[config.mk]
export PLATFORM = sky130hd
export DESIGN_NAME = mc_req_arb
export DESIGN_NICKNAME = d
export VERILOG_FILES = /design/src/rtl/mc_pkg.sv /design/src/rtl/mc_rr_pick.sv /design/src/rtl/mc_req_arb.sv
export SDC_FILE = /design/constraint.sdc
export NUM_CORES = 1
export LEC_CHECK = 0
export BUFFER_PORTS_ARGS = -buffer_cell sky130_fd_sc_hd__buf_2
export CAP_MARGIN = 40
export CORE_AREA = 2 2 82 100
export DETAILED_ROUTE_END_ITERATION = 10
export DIE_AREA = 0 0 84 102
export GPL_TIMING_DRIVEN = 0
export PLACE_DENSITY = 0.86
export SYNTH_ARGS = -nofsm -noshare
export SYNTH_HDL_FRONTEND = slang
export SYNTH_SLANG_ARGS = --single-unit
[constraint.sdc]
create_clock -name clk_i -period 7.4 [get_ports clk_i]
set_input_delay 0 -clock clk_i [delete_from_list [all_inputs] [get_ports clk_i]]
set_output_delay 0 -clock clk_i [all_outputs]
set_load 0.05 [all_outputs]
[src/rtl/mc_pkg.sv]
// Shared types for the memory-controller request arbiter.
// The two arbiter states: free round-robin versus burst lock on an owner.
package mc_pkg;

    typedef enum logic {
        ARB_IDLE = 1'b0,
        ARB_LOCK = 1'b1
    } arb_state_e;

endpackage

[src/rtl/mc_rr_pick.sv]
// Combinational round-robin picker.
// Returns the first set request found scanning upward from start, wrapping modulo N_REQ.
module mc_rr_pick
    import mc_pkg::*;
#(
    parameter  int N_REQ = 4,
    localparam int ID_W  = $clog2(N_REQ)
) (
    input  logic [N_REQ-1:0] req,
    input  logic [ID_W-1:0]  start,
    output logic [N_REQ-1:0] grant,
    output logic [ID_W-1:0]  idx,
    output logic             any
);

    // start is always below N_REQ, so the modulo keeps non-power-of-two counts in range
    always_comb begin
        grant = '0;
        idx   = '0;
        any   = 1'b0;
        for (int k = 0; k < N_REQ; k++) begin
            if (!any && req[(int'(start) + k) % N_REQ]) begin
                any                                  = 1'b1;
                idx                                  = ID_W'((int'(start) + k) % N_REQ);
                grant[(int'(start) + k) % N_REQ]     = 1'b1;
            end
        end
    end

endmodule

[src/rtl/mc_req_arb.sv]
// Round-robin arbiter with burst locking in front of the memory-controller command port.
// Pops at most one requester FIFO per cycle into a registered command stage.
module mc_req_arb
    import mc_pkg::*;
#(
    parameter  int N_REQ     = 4,
    parameter  int WIDTH     = 32,
    parameter  int MAX_BURST = 4,
    localparam int ID_W      = $clog2(N_REQ)
) (
    input  logic                   clk_i,
    input  logic                   rst_n_i,
    input  logic [N_REQ-1:0]       req_vld_i,
    input  logic [N_REQ*WIDTH-1:0] req_data_i,
    output logic [N_REQ-1:0]       req_pop_o,
    output logic                   cmd_vld_o,
    output logic [WIDTH-1:0]       cmd_data_o,
    output logic [ID_W-1:0]        cmd_id_o,
    input  logic                   cmd_rdy_i,
    output logic                   busy_o
);

    localparam int CNT_W = $clog2(MAX_BURST + 1);

    arb_state_e       state_q, state_d;
    logic [ID_W-1:0]  owner_q, owner_d;
    logic [CNT_W-1:0] cnt_q, cnt_d;

    logic [ID_W-1:0]  start;
    logic [N_REQ-1:0] pick_grant;
    logic [ID_W-1:0]  pick_idx;
    logic             pick_any;
    logic             stay;
    logic             load;
    logic [ID_W-1:0]  winner;
    logic [WIDTH-1:0] win_data;

    // Scan begins just past the owner so the owner itself is considered last
    assign start = (owner_q == ID_W'(N_REQ - 1)) ? '0 : owner_q + ID_W'(1);

    mc_rr_pick #(
        .N_REQ (N_REQ)
    ) u_pick (
        .req   (req_vld_i),
        .start (start),
        .grant (pick_grant),
        .idx   (pick_idx),
        .any   (pick_any)
    );

    assign stay   = (state_q == ARB_LOCK) && req_vld_i[owner_q] && (cnt_q < CNT_W'(MAX_BURST));
    assign winner = stay ? owner_q : pick_idx;
    assign load   = (~cmd_vld_o | cmd_rdy_i) & pick_any;
    assign busy_o = cmd_vld_o | (|req_vld_i);

    always_comb begin
        req_pop_o = '0;
        if (rst_n_i && load) begin
            if (stay) begin
                req_pop_o[owner_q] = 1'b1;
            end else begin
                req_pop_o = pick_grant;
            end
        end
    end

    always_comb begin
        win_data = '0;
        for (int i = 0; i < N_REQ; i++) begin
            if (ID_W'(i) == winner) begin
                win_data = req_data_i[i*WIDTH +: WIDTH];
            end
        end
    end

    always_ff @(posedge clk_i or negedge rst_n_i) begin
        if (!rst_n_i) begin
            state_q <= ARB_IDLE;
            owner_q <= ID_W'(N_REQ - 1);
            cnt_q   <= '0;
        end else begin
            state_q <= state_d;
            owner_q <= owner_d;
            cnt_q   <= cnt_d;
        end
    end

    // A re-grant after exhaustion comes through the picker, so it restarts the count at 1
    always_comb begin
        state_d = state_q;
        owner_d = owner_q;
        cnt_d   = cnt_q;
        if (load) begin
            state_d = ARB_LOCK;
            if (stay) begin
                cnt_d = cnt_q + CNT_W'(1);
            end else begin
                cnt_d   = CNT_W'(1);
                owner_d = winner;
            end
        end else if (!pick_any) begin
            state_d = ARB_IDLE;
        end
    end

    always_ff @(posedge clk_i or negedge rst_n_i) begin
        if (!rst_n_i) begin
            cmd_vld_o  <= 1'b0;
            cmd_data_o <= '0;
            cmd_id_o   <= '0;
        end else if (load) begin
            cmd_vld_o  <= 1'b1;
            cmd_data_o <= win_data;
            cmd_id_o   <= winner;
        end else if (cmd_rdy_i) begin
            cmd_vld_o  <= 1'b0;
        end
    end

endmodule

; ---- Word level (Yosys, flattened, before mapping)
; Cells that the tools add are included.
[word_totals]
elab_cells = 107
input_bits = 135
register_bits = 41
[op_classes]
addsub = 5
n_reduce_logical = 21
n_lt_le_gt_ge = 11
eq_ne = 5
bitwise = 11
mux = 48
[ops]
columns = op, count
row1 = $mux 32, 4
row2 = $mux 4, 6
row3 = $mux 1, 21
row4 = $lt 3x4->1 const B, 3
row5 = $mux 2, 6
row6 = $or 4x4->4, 3
row7 = $logic_and 1x1->1, 11
row8 = $bmux 1 s2, 5
row9 = $demux 1 s2, 5
row10 = $ge 3x1->1 const B, 3
row11 = $lt 2x3->1 const B, 2
row12 = $reduce_or 2->1, 3
row13 = $add 2x1->2 const B, 2
row14 = $add 2x2->2 const B, 2
row15 = $eq 2x2->1 const A, 2
row16 = $ge 2x1->1 const B, 2
row17 = $reduce_or 4->1, 1
row18 = $add 3x1->3 const B, 1
row19 = $and 1x1->1 const A, 3
row20 = $logic_not 1->1, 3
row21 = $lt 3x3->1 const B, 1
row22 = $mux 3, 1
row23 = $eq 1x2->1 const A, 1
row24 = $eq 2x2->1 const B, 1
row25 = other kinds (7), 9

; ---- Longest topological paths before layout
; Gate-level depths: netlist (run 1).
[logic_depth]
ltp_word = 22
depth_mapped = 12
ltp_nobuf = 9

; ---- Cells and area by module
; A second synthesis (run 1) with hierarchy kept.
[hier_totals]
cells_unflattened = 332
hier_area_um2 = 3301.9
[by_module_without_submodules]
columns = mod, instances, cells_each, area_each_um2, seq_area_each_um2
row1 = mc_req_arb, 1, 287, 2882.8, 1028.5
row2 = mc_rr_pick, 1, 45, 419.2, 0.0

; ---- Least setup slack after synthesis (run 1)
; OpenSTA, ideal clock, no wires.
[synth_timing]
path_type = flip-flop to output port
start = register owner_q[0]
end = output port req_pop_o[1]
n_path_buf = 1
arrival_ns = 3.537
t_required_ns = 7.400
setup_slack_ns = 3.863
stages_incl_launch_ff = 9
path_cell_list = dfstp_2 -> buf_2 -> inv_1 -> ha_1 -> or2_2 -> mux4_2 -> a211oi_1 -> nand2_1 -> a311oi_1
[synth_between]
elab_chain_cells = 17
[synth_rtl]
columns = item, line_no
row1 = from (decl), mc_req_arb.sv:26  ; logic [ID_W-1:0] owner_q, owner_d;
row2 = from (signal assigned), mc_req_arb.sv:79  ; owner_q <= ID_W'(N_REQ - 1);
row3 = from (signal assigned), mc_req_arb.sv:83  ; owner_q <= owner_d;
row4 = $add 2x1->2 or $eq 2x2->1 (tied branches), mc_req_arb.sv:39  ; assign start = (owner_q == ID_W'(N_REQ - 1)) ? '0 : owner_q + ID_W'(1);
row5 = $mux 2, mc_req_arb.sv:39
row6 = $add 2x1->2 or $bmux 1 s2 (tied branches), "mc_rr_pick.sv:22, mc_rr_pick.sv:25"
row7 = $reduce_or 2->1 (no source line) (tied with other cells), --
row8 = $and 1x1->1 (no source line) or $mux 1 (tied branches), --
row9 = $lt 3x4->1 (not written as such) (tied with other cells), mc_rr_pick.sv:25  ; grant[(int'(start) + k) % N_REQ] = 1'b1;
row10 = $logic_and 1x1->1 (on tied branches), "mc_rr_pick.sv:25, mc_rr_pick.sv:22"
row11 = $mux 1 (on tied branches), "mc_rr_pick.sv:25, mc_rr_pick.sv:22"
row12 = $demux 1 s2 or $logic_not 1->1 (tied branches), --
row13 = $or 4x4->4 (no source line) or $logic_and 1x1->1 (tied branches), --
row14 = $mux 4 or $mux 1 (tied branches), mc_rr_pick.sv:22  ; if (!any && req[(int'(start) + k) % N_REQ]) begin
row15 = $or 4x4->4 (no source line) or $logic_not 1->1 (tied branches), --
row16 = $mux 4 or $logic_and 1x1->1 (tied branches), mc_rr_pick.sv:22
row17 = $or 4x4->4 (no source line) or $mux 1 (tied branches), --
row18 = $mux 4 or $and 1x1->1 (tied branches), "mc_rr_pick.sv:22, mc_req_arb.sv:53"
row19 = $mux 4 or $logic_and 1x1->1 (tied branches), "mc_req_arb.sv:59, mc_req_arb.sv:58"
row20 = $mux 4 (*), mc_req_arb.sv:58  ; if (rst_n_i && load) begin
row21 = to (decl), mc_req_arb.sv:15  ; output logic [N_REQ-1:0] req_pop_o,
; Every way passes the cells marked *; elsewhere a longest branch is shown, timed or not. The select of a mux whose other input is x is not followed.

; ---- Final worst setup path (run 1)
[layout_timing]
start = register owner_q[0]
end = output port req_pop_o[3]
; The elaborated chain is that of the path after synthesis.

==> impl_metrics.toml, run 1 <==
[run_status]
status = "complete, no violations"

[critical_path]
worst_ep_required_time_ps = 7400
critPathLaunchType = "flip-flop"
crit_type = "reg -> out"
worstPathArrival_ps = 3590
worst_path_max_delay_cell = "dfstp_2"
crit_chain = "buf_2, inv_1, ha_1, or2_2, mux4_2, a211oi_1, a22oi_1, o21ai_0, a22oi_1, nor2_1, buf_2"
path_max_fanout = 10
cpPeakStageDelay_ps = 640
critPathCaptureType = "output pin"

[route]
vias = 4340
post-route-drc-count = 0
drt-total-wl_mm = 12.89
drtPass1Iterations = 6
drt_iter0_drc = 233
avgRoutedWirePerCell_um = 18.25
ant_nets = 0
avgViaCountPerCell = 6.147

[die]
dieArea_um2 = 8568
die_h_um = 102
fp.dieW_um = 84
io_pins = 175
core_um2 = 7576
row_count = 35
initial_core_util_pct = 51.18

[final_layout]
final_area_um2 = 4985
regArea_um2 = 1028
multiInputGateArea_um2 = 2432
drive_gt1_share_pct = 40.88
final_common_cell = "buf_2"
final_nets = 756
final_cell_mix = "buf_2, o211a_1, nand2_1"
area_delta_synth_final_pct = 28.56
fillers = 638
num_antenna_cells = 0
final_cell_count_no_fill = 706

[clocking]
clk_pin_slew_ps = 80
cts_setup_buffers = 0
cts_root_buf = "clkbuf_8"
cts_buffer_depth = 2
clock-sinks = 41
clock_latency_ps = 300
h-tree-depth = 2
cts-buffers-inserted = 5
cts_tree = "built"

[synth]
muxShareOfSynthArea_pct = 2.485
synth-main-ff-cell = "dfrtp_1"
synth_top_family_by_area = "compound AO/OA/AOI/OAI gates"
ys_ff_latch = 41
synth_compound_area_share_pct = 47.43
syn_nets = 575
syn_inst = 432
yosys_warnings = 0
synth.avg_cell_area_um2 = 8.976
syn-cell-area_um2 = 3877
synth_edf_count = 0
synthArstFlopShare_pct = 100.0
synth_xor_area_share_pct = 0
synth_fa_ha_area_share_pct = 2.581
yosys.area_share.simple_pct = 10.23
synthDistinctLibCells = 52
yosysSeqAreaShare_pct = 26.52

[timing]
worst_pin_slew_ps = 754.6
min_period_ps = 3591
final_hold_viol_count = 0
rsz0062_at_grt = "false"
setup_viol = 0
final_max_slew_viol_count = 0
skew_ps = 3.909
min_period_over_period_pct = 48.53
slew_headroom_pct = 49.70
fmax_mhz = 278.5
setup_tns_ps = 0

[global_route]
grt-ovfl-total = 0
grt_pass1_vias = 4297
grt_pass1_wl_mm = 20.31
antenna_found_initial = 1
grt_max_degree = 39
track_usage_pct = 29.13

[flow_run]
drv_cap = 0

[placed_design]
hpwl_mm = 10.03
placed_area_um2 = 4873
placedCellCount = 697
io_buffer_count = 172
place_congestion = 0.9335

[power_and_ir_drop]
switchingPower_w = 0.001777
switching_share_pct = 56.83
clock_power_share_pct = 5.4
combPwrFrac_pct = 81.3
vdd_drop_max_mv = 0.3786
p_int_w = 0.001350
p_per_area_nw_per_um2 = 627.3
p_leak_nw = 2.798
pwr-share-seq_pct = 13.4

[worst_hold_path]
min_path_type = "in -> reg"
## synth_stat cells (all sizes together), types with 2 or more instances
cell type / count / area (um2)
nor3b: 3 / 27.52
nor2: 10 / 40.04
a22oi: 4 / 30.03
nand2: 48 / 180.2
nand3: 3 / 15.01
nor4b: 2 / 17.52
a211oi: 37 / 277.8
mux4: 2 / 45.04
buf: 28 / 195.2
nand2b: 4 / 25.02
a21oi: 4 / 20.02
dfrtp: 39 / 975.9
mux2i: 4 / 40.04
clkbuf: 23 / 86.33
or2: 2 / 12.52
a31oi: 2 / 12.51
o211a: 64 / 640.6
o211ai: 32 / 240.2
inv: 36 / 135.1
and2: 2 / 12.52
dfstp: 2 / 52.55
o21ai: 11 / 58.81
ha: 8 / 100.1
o31ai: 34 / 420.4
o21a: 5 / 37.54
a221oi: 2 / 17.52
nor3: 4 / 20.02
or3: 3 / 18.77
## stage by stage
| stage | util, % | power (W) | hold slack, ps | setup slack (ps) |
|---|---|---|---|---|
| 6_report | 65.80 | 0.003127 | 25.23 | 3809 |
| 5_1_grt | 65.80 | 0.003332 | 33.07 | 3523 |
| 4_1_cts | 65.80 | 0.003112 | 27.33 | 3854 |
| 3_5_place_dp | 64.33 | 0.002941 | -165.0 | 3889 |
| 3_3_place_gp | 64.06 | 0.002863 | 181.2 | 3947 |
| 2_1_floorplan | - | 0.002377 | -295.6 | 3863 |
## layer usage
layer	part of all wire [%]	GRT usage [%]	up-vias	wire, um
met5	0.10	0	-	13
met4	3.6	14.02	2	466
met3	6.6	4.847	47	849
met2	51	52.31	223	6622
met1	38	34.04	2061	4936
li1	-	-	2007	-
## critical path, delay by kind of cell (launching register included)
family	cells	cell delay, ps
and+or+nand+nor	2	450
adders and majority gates	1	280
muxes	1	400
AOI/OAI and AO/OA	4	860
buffers and inverters	3	650
DFF	1	640
## power groups by stage
stage               Combinational [W]  Clock [W]  Sequential [W]
CTS                           0.00253   0.000168        0.000417
global route                  0.00272   0.000177        0.000433
detailed placement            0.00252          0        0.000419
finish                        0.00254   0.000168        0.000419
global placement              0.00245          0        0.000416
floorplan                     0.00164          0        0.000739
## path summary, 6_finish.rpt
kind                                         from                          to  slack, ps  depth (start not counted)
min in group asynchronous                 rst_n_i  cmd_data_o[23]$_DFFE_PN0N_         50                          2
max reg2reg                owner_q[0]$_DFFE_PN1P_  cmd_data_o[30]$_DFFE_PN0N_       3830                         11
min                                req_data_i[23]  cmd_data_o[23]$_DFFE_PN0N_         30                          3
max                        owner_q[0]$_DFFE_PN1P_                req_pop_o[3]       3810                         11
max in group asynchronous                 rst_n_i      owner_q[1]$_DFFE_PN1P_       6850                          3
min reg2reg                  cnt_q[2]$_DFFE_PN0N_        cnt_q[2]$_DFFE_PN0N_        480                          2
## flip-flops by register name, indices dropped and copies added, names as in the netlist
signal and count:
cmd_data_o 32, cmd_id_o 2, cmd_vld_o 1, cnt_q 3, owner_q 2, state_q 1
## area by class of cell
type	instances	area share, %
Timing Repair Buffer	174	17.87
Multi-Input combinational cell	304	48.80
Clock buffer	7	1.933
Clock inverter	1	0.1004
Tap cell	92	2.309
Buffer	51	5.648
Sequential cell	41	20.63
Inverter	36	2.711
## repair_timing
action                    CTS  global route
resized for setup           0             0
hold buffers                1             0
hold endpoints to repair   39             0
## cells by family after synthesis
group | count (synthesis)
AOI/OAI and AO/OA | 204
and+or+nand+nor | 85
DFF | 41
adders and majority gates | 8
buffers and inverters | 87
muxes | 7
Note: power is estimated with default switching activity, not from simulation.
==> run 2: changes to the inputs <==
- CORE_AREA: 2 2 82 100 -> 2 2 89 108
- DIE_AREA: 0 0 84 102 -> 0 0 91 110
- PLACE_DENSITY: 0.86 -> 0.77
- clock period: 7.4 -> 3 ns (I/O delays scaled with it)
==> impl_metrics.toml, run 2 (synthesis results as in run 1) <==
[run_status]
status = "complete, but fails checks"
violations = "setup timing"

[timing]
slew_headroom_pct = 62.43
fmax_mhz = 330.0
min_period_over_period_pct = 101.0
final_max_slew_viol_count = 0
rsz0062_at_grt = "true"
min_period_ps = 3030
setup_viol = 8
skew_ps = 18.19
worst_slack_ps = -30.38
worst_pin_slew_ps = 563.5
final_hold_viol_count = 0

[final_layout]
final_common_cell = "buf_2"
largest_reg_flops = 32
area_delta_synth_final_pct = 52.27
final_cell_mix = "buf_2, o211a_1, nand2_1"
fillers = 758
top_regs = "cmd_data_o: 32 flops, cnt_q: 3 flops"
regArea_um2 = 1028
final_cell_count_no_fill = 759
drive_gt1_share_pct = 55.33
final_nets = 780
top_register = "cmd_data_o"
multiInputGateArea_um2 = 2863
final_area_um2 = 5904

[die]
row_count = 38
dieArea_um2 = 10010
die_h_um = 110
initial_core_util_pct = 43.38
core_um2 = 8939
fp.dieW_um = 91
io_pins = 175

[critical_path]
cp_num_buf_inv = 4
cpPeakStageDelay_ps = 620
critPathCaptureType = "flip-flop"
crit_chain = "ha_2, buf_6, or2_1, buf_6, mux4_2, nor3b_2, a21o_4, clkbuf_16, buf_8, o211a_1, a211oi_2, o31ai_2"
critPathLaunchType = "flip-flop"
worst_ep_required_time_ps = 3210
worstPathArrival_ps = 3240
crit_family = "compound AO/OA/AOI/OAI gates"
path_max_fanout = 6
crit_type = "reg -> reg"
crit_top_cell = "buf_6"
worst_path_max_delay_cell = "mux4_2"

[flow_run]
drv_cap = 0

[route]
drt-total-wl_mm = 14.90
drt_iter0_drc = 323
post-route-drc-count = 0
ant_nets = 0
avgRoutedWirePerCell_um = 19.63
avgViaCountPerCell = 5.937
vias = 4506
drtPass1Iterations = 7

[placed_design]
pre_cts_ws_ps = -571.0
hpwl_mm = 10.17
io_buffer_count = 172
placedCellCount = 725
placed_area_um2 = 4932
place_congestion = 0.8909

[worst_hold_path]
min_path_type = "in -> reg"

[global_route]
grt_max_degree = 31
use_met2_pct = 50.32
antenna_found_initial = 1
grtUsageMet1_pct = 32.05
grt-ovfl-total = 0
busiest_layer = "met2"
grtUsageMet3_pct = 4.147
grt_pass1_vias = 4469
grt_pass1_wl_mm = 22.00
track_usage_pct = 27.01

[clocking]
cts-buffers-inserted = 5
clock-sinks = 41
cts_buffer_depth = 2
clock_latency_ps = 300
clk_pin_slew_ps = 90
cts_root_buf = "clkbuf_8"
cts_tree = "built"
h-tree-depth = 2
[run 2: timing repair]
item / 4_1_cts / 5_1_grt
setup endpoints to repair: 42 / 40
gates resized for setup: 78 / 57
pin swaps: 4 / 107
gates cloned: 0 / 7
buffers inserted: 13 / 7
hold endpoints to repair: 39 / 0
hold buffers: 1 / 0
[run 2: area by class of cell]
class                      instances  share of cell area, %
antenna                            1                0.04238
timing repair buffer             201                  20.96
clock buffer                       6                  1.229
buffer                            48                  6.378
multi-input combinational        304                  48.48
sequential                        41                  17.42
tap                              120                  2.543
clock inverter                     2                 0.5933
inverter                          36                  2.352
[run 2: metrics by stage]
stage | TNS, ps | hold slack, ps | util (%)
floorplan | -72.88 | -295.6 | -
global placement | -15450 | 195.2 | 54.96
detailed placement | -18010 | -84.95 | 55.18
CTS | -17.32 | 28.94 | 61.06
global route | -2952 | 59.00 | 66.03
finish | -87.18 | 40.98 | 66.06
[run 2: tightest hold or removal path: cells and delay by family]
| family | cells | cell delay (ps) |
|---|---|---|
| compound gates | 2 | 220 |
| buf+inv | 1 | 80 |
[run 2: path summary, 6_finish.rpt]
| check | startpoint | endpoint | slack, ps | depth (start not counted) |
|---|---|---|---|---|
| setup / recovery | owner_q[0]$_DFFE_PN1P_ | cmd_data_o[24]$_DFFE_PN0N_ | -30 | 12 |
| setup reg to reg | owner_q[0]$_DFFE_PN1P_ | cmd_data_o[24]$_DFFE_PN0N_ | -30 | 12 |
| hold reg to reg | cnt_q[2]$_DFFE_PN0N_ | cnt_q[2]$_DFFE_PN0N_ | 470 | 2 |
| min in group asynchronous | rst_n_i | cmd_data_o[20]$_DFFE_PN0N_ | 120 | 2 |
| hold / removal | req_data_i[14] | cmd_data_o[14]$_DFFE_PN0N_ | 40 | 3 |
| max in group asynchronous | rst_n_i | owner_q[1]$_DFFE_PN1P_ | 2310 | 3 |
[run 2: routing by layer]
metal / vias to the layer above / routed length (um)
met3: 45 / 881
met1: 2192 / 5558
met2: 214 / 8020
li1: 2055 / -
met4: 0 / 439
met5: - / 0
Power of run 2 is left out: the tool's default activity adds up to more than one toggle a clock period on the data nets, which glitch-free logic cannot reach.
